**src/rtl/usb_stream_buf.sv**
```systemverilog
// Elastic byte buffer between the USB CDC core and the CPU serial ports: independent TX and RX FIFOs.
// Optional RX->TX loopback is compiled in with `define USB_STREAM_BUF_LOOPBACK_EN.
module usb_stream_buf #(
    parameter int unsigned DEPTH_LOG2 = 4
) (
    input  logic                  clk_i,
    input  logic                  rst_i,
    input  logic                  flush_i,
`ifdef USB_STREAM_BUF_LOOPBACK_EN
    input  logic                  loopback_i,
`endif
    input  logic [7:0]            cpu_tx_data_i,
    input  logic                  cpu_tx_valid_i,
    output logic                  cpu_tx_ready_o,
    output logic [7:0]            usb_tx_data_o,
    output logic                  usb_tx_valid_o,
    input  logic                  usb_tx_ready_i,
    input  logic [7:0]            usb_rx_data_i,
    input  logic                  usb_rx_valid_i,
    output logic                  usb_rx_ready_o,
    output logic [7:0]            cpu_rx_data_o,
    output logic                  cpu_rx_valid_o,
    input  logic                  cpu_rx_ready_i,
    output logic [DEPTH_LOG2:0]   tx_level_o,
    output logic [DEPTH_LOG2:0]   rx_level_o
);
    localparam int unsigned DEPTH = 1 << DEPTH_LOG2;

    typedef logic [DEPTH_LOG2:0] ptr_t;
    localparam ptr_t FULL_LEVEL = ptr_t'(DEPTH);
    localparam ptr_t ONE        = ptr_t'(1);

    logic [7:0] tx_mem [DEPTH];
    logic [7:0] rx_mem [DEPTH];
    ptr_t       tx_wr, tx_rd, rx_wr, rx_rd;
    ptr_t       tx_level, rx_level;
    logic       tx_has_room, tx_has_data, rx_has_room, rx_has_data;
    logic       tx_push, tx_pop, rx_push, rx_pop;
    logic [7:0] tx_push_data, tx_head, rx_head;
    logic       lb;

`ifdef USB_STREAM_BUF_LOOPBACK_EN
    assign lb = loopback_i;
`else
    assign lb = 1'b0;
`endif

    assign tx_level    = tx_wr - tx_rd;
    assign rx_level    = rx_wr - rx_rd;
    // Room is gated by rst_i so ready drops the instant reset asserts.
    assign tx_has_room = (tx_level != FULL_LEVEL) && !rst_i;
    assign rx_has_room = (rx_level != FULL_LEVEL) && !rst_i;
    assign tx_has_data = (tx_level != '0);
    assign rx_has_data = (rx_level != '0);
    assign tx_head     = tx_mem[tx_rd[DEPTH_LOG2-1:0]];
    assign rx_head     = rx_mem[rx_rd[DEPTH_LOG2-1:0]];

    always_comb begin
        rx_push      = usb_rx_valid_i && rx_has_room;
        tx_pop       = usb_tx_ready_i && tx_has_data;
        rx_pop       = cpu_rx_ready_i && rx_has_data;
        tx_push      = cpu_tx_valid_i && tx_has_room;
        tx_push_data = cpu_tx_data_i;
        if (lb) begin
            rx_pop       = rx_has_data && tx_has_room;
            tx_push      = rx_pop;
            tx_push_data = rx_head;
        end
    end

    assign cpu_tx_ready_o = tx_has_room && !lb;
    assign usb_tx_valid_o = tx_has_data;
    assign usb_tx_data_o  = tx_has_data ? tx_head : '0;
    assign usb_rx_ready_o = rx_has_room;
    assign cpu_rx_valid_o = rx_has_data && !lb;
    assign cpu_rx_data_o  = rx_has_data ? rx_head : '0;
    assign tx_level_o     = tx_level;
    assign rx_level_o     = rx_level;

    always_ff @(posedge clk_i or posedge rst_i) begin
        if (rst_i) begin
            tx_wr <= '0;
            tx_rd <= '0;
            rx_wr <= '0;
            rx_rd <= '0;
        end else if (flush_i) begin
            tx_wr <= '0;
            tx_rd <= '0;
            rx_wr <= '0;
            rx_rd <= '0;
        end else begin
            if (tx_push) tx_wr <= tx_wr + ONE;
            if (tx_pop)  tx_rd <= tx_rd + ONE;
            if (rx_push) rx_wr <= rx_wr + ONE;
            if (rx_pop)  rx_rd <= rx_rd + ONE;
        end
    end

    always_ff @(posedge clk_i) begin
        if (tx_push && !flush_i) tx_mem[tx_wr[DEPTH_LOG2-1:0]] <= tx_push_data;
        if (rx_push && !flush_i) rx_mem[rx_wr[DEPTH_LOG2-1:0]] <= usb_rx_data_i;
    end

endmodule
```
**config.mk**
```make
export PLATFORM = sky130hd
export DESIGN_NAME = usb_stream_buf
export DESIGN_NICKNAME = d
export VERILOG_FILES = /design/src/rtl/usb_stream_buf.sv
export SDC_FILE = /design/constraint.sdc
export NUM_CORES = 1
export LEC_CHECK = 0
export BUFFER_PORTS_ARGS = -buffer_cell sky130_fd_sc_hd__buf_2
export CAP_MARGIN = 15
export CELL_PAD_IN_SITES_DETAIL_PLACEMENT = 2
export CELL_PAD_IN_SITES_GLOBAL_PLACEMENT = 2
export CORE_MARGIN = 5
export CORE_UTILIZATION = 35
export DETAILED_ROUTE_END_ITERATION = 10
export PLACE_DENSITY = 0.58
export SYNTH_ARGS = -nofsm -noshare
export SYNTH_HDL_FRONTEND = slang
export SYNTH_SLANG_ARGS = --single-unit
```
**constraint.sdc**
```tcl
create_clock -name clk_i -period 5.93 [get_ports clk_i]
set_input_delay 0.2965 -clock clk_i [delete_from_list [all_inputs] [get_ports clk_i]]
set_output_delay 0.2965 -clock clk_i [all_outputs]
set_load 0.005 [all_outputs]
```
==> reports/metrics.cfg <==
[sta]
rsz0062_at_grt=false
tns_ns=0
finalCritPeriodShare_pct=70.12
worst_slack_ns=1.772
skew_ns=0.008997
fmax_mhz=240.5
report.final.setup_viol=0
hold_violations=0
slew_headroom_pct=26.87
worstMarginPinSlew_ns=1.088
maxSlewViolCount=0
holdWs_ns=0.1012
min_period_ns=4.158

[synth]
ys_warn_count=0
synth_common_cells=256 x edfxtp_1, 55 x mux4_2, 30 x nand2_1
synth_top_cell_by_area=edfxtp_1
synth_compound_area_share_pct=3.059
ys_ff_latch=276
ys_seq_area_share_pct=69.51
yosys.area_share.simple_pct=7.138
async_flop_share_pct=7.246
ys_types=53
synthXorXnorAreaFrac_pct=0.4461
synthFlopType=edfxtp_1
synthTopCellsByArea=edfxtp_1 65%, mux4_2 11%, dfrtp_1 4.2%
yosysTopAreaCellShare_pct=65.26
synthesis.nets=670
synth_edf_count=256
syn_area_um2=11780
synth_top_family_by_area=multiplexers
synth_cells=627
synthAdderAreaFrac_pct=2.252
yosysMostFrequentCell=edfxtp_1
synth_area_per_cell_um2=18.79
synth_mux_area_share_pct=15.26

[power]
power.leakage_nw=4.542
p_per_area_nw_per_um2=414.9
p_int_mw=3.916
ir_drop_uv=219.9
p_clk_share_pct=30.9
power_switching_mw=1.685
seqPwrFrac_pct=38.9
p_sw_share_pct=30.08
p_comb_share_pct=30.2

[clock_tree]
clock_path_buffers=3
clk_pin_slew_ns=0.06
cts-root-buf=clkbuf_16
cts.htree.levels=1
postCtsSetupBuffers=0
clock_latency_ns=0.55
cts_sinks=276
cts_buffers=30
cts_tree=yes

[floorplan]
fp.dieW_um=193.5
die_h_um=193.5
fp-row-count=67
coreArea_um2=33360
die-area_um2=37420
pin_count=53
initial_core_util_pct=35.30

[route]
ant_nets=0
firstDrtPassIters=4
num_vias=6127
via_per_inst=5.219
drc=0
drtIter0Drc=501
drt_wl_total_mm=30.11
wl_per_cell_um=25.64

[run]
drv_cap=0

[layout]
layout-drive-gt1-share_pct=26.58
fin_area_um2=13500
syn2layout_area_growth_pct=14.58
nets=746
diodes=0
final_core_util_pct=40.45

[placed_design]
numPortBuffers=52
gp_congestion=0.7637
place_ws_ns=1.994
placedInstanceArea_um2=12570
hpwl_mm=20.40

[global_route]
grt-ovfl-total=0
antenna_found_initial=1
use_met3_pct=2.122
gr-max-usage-layer=met2
grt_use_total_pct=15.82
grt_use_met1_pct=23.64
grt_pass1_wl_mm=45.31
grt_pass1_vias=6812
grt_max_degree=38
met2_usage_pct=25.14

[setup_path]
reg2reg_depth=9
reg2reg_slack_ns=2.15
worstSetupPathType=register to output pin
r2r-end=rx_mem[3][0]
crit_path_end_kind=output pin
start_kind=register
r2r_start=rx_wr[0]
worstPathRequired_ns=5.63
path_max_fanout=11
worst_ep_arrival_time_ns=3.86

[min_path]
hp-start=usb_tx_ready_i
worstHoldPathType=input pin to register
min_path_cells=3
whs_endpoint=tx_rd[1]

[run_status]
outcome=finished, final reports clean

cells in the final DEF (no fill, tap or decap), types with 8 or more instances in the layout:
| cell | count |
|---|---|
| ha_1 | 18 |
| clkbuf_16 | 31 |
| clkbuf_1 | 9 |
| mux4_1 | 17 |
| a211oi_1 | 8 |
| mux2i_1 | 9 |
| and3_1 | 26 |
| buf_4 | 20 |
| or3_1 | 15 |
| mux4_2 | 55 |
| dfrtp_1 | 18 |
| clkinv_1 | 10 |
| edfxtp_1 | 256 |
| o21ai_0 | 12 |
| inv_1 | 17 |
| nor3_1 | 12 |
| nand2_1 | 30 |
| buf_2 | 52 |
| a21oi_1 | 21 |
worst max-delay path by stage:
stage	from	end	slack, ns	cells past startpoint
6_report	rx_wr[0]	cpu_rx_valid_o	1.77	10
5_1_grt	rx_wr[0]	cpu_rx_valid_o	1.61	10
4_1_cts	tx_rd[1]	usb_tx_data_o[2]	1.40	8
3_5_place_dp	tx_rd[1]	usb_tx_data_o[2]	1.99	8
3_3_place_gp	tx_rd[1]	usb_tx_data_o[2]	2.22	8
2_1_floorplan	rx_rd[1]	rx_mem[0][0]	2.30	10
stage by stage:
stage	total power, mW	cells
global route	5.878	1174
finish	5.600	1174
CTS	5.686	1172
detailed placement	3.934	1116
global placement	3.888	1116
floorplan	3.399	627
what timing repair did:
item                                    4_1_cts  5_1_grt
hold endpoints to repair                     10        0
resized for setup                             0        0
endpoints found under the setup margin        0        0
hold buffers                                  1        0
critical path, cell delays in order (launching register included):
cell	delay, ns
dfrtp_1	0.45
inv_1	0.14
ha_1	0.24
inv_1	0.07
fa_1	0.46
nor3b_1	0.37
nand4b_4	0.16
a211oi_4	0.93
buf_4	0.34
inv_2	0.03
buf_2	0.12
area by class of cell:
cell class | count | area (µm²)
fill | 3193 | 19870
clock buffer | 40 | 809.5
tap | 448 | 560.5
multi-input combinational | 300 | 3342
clock inverter | 15 | 91.34
timing repair buffer | 73 | 420.4
sequential | 276 | 8190
inverter | 22 | 82.58
power by group through the flow:
stage | Clock [mW] | Combinational, mW | Sequential, mW
detailed placement | 0 | 1.72 | 2.22
floorplan | 0 | 1.19 | 2.21
global placement | 0 | 1.67 | 2.22
global route | 1.87 | 1.83 | 2.18
CTS | 1.79 | 1.72 | 2.18
finish | 1.73 | 1.69 | 2.18
flip-flops by register name, summed over array words and instances (netlist names):
signal  count
rx_mem    128
rx_rd       5
rx_wr       5
tx_mem    128
tx_rd       5
tx_wr       5
logic make-up after synthesis:
family,count (synthesis)
compound gates,54
xor+xnor,6
fa+ha+maj,20
buf+inv,51
flops,276
simple gates,137
mux,83
routing by layer:
layer | part of all wire (%) | wire, µm
met4 | 1.9 | 571
met1 | 48 | 14500
met5 | 0 | 0
met3 | 2.9 | 863
met2 | 47 | 14170
No activity file was read; power rests on OpenSTA's default activity.
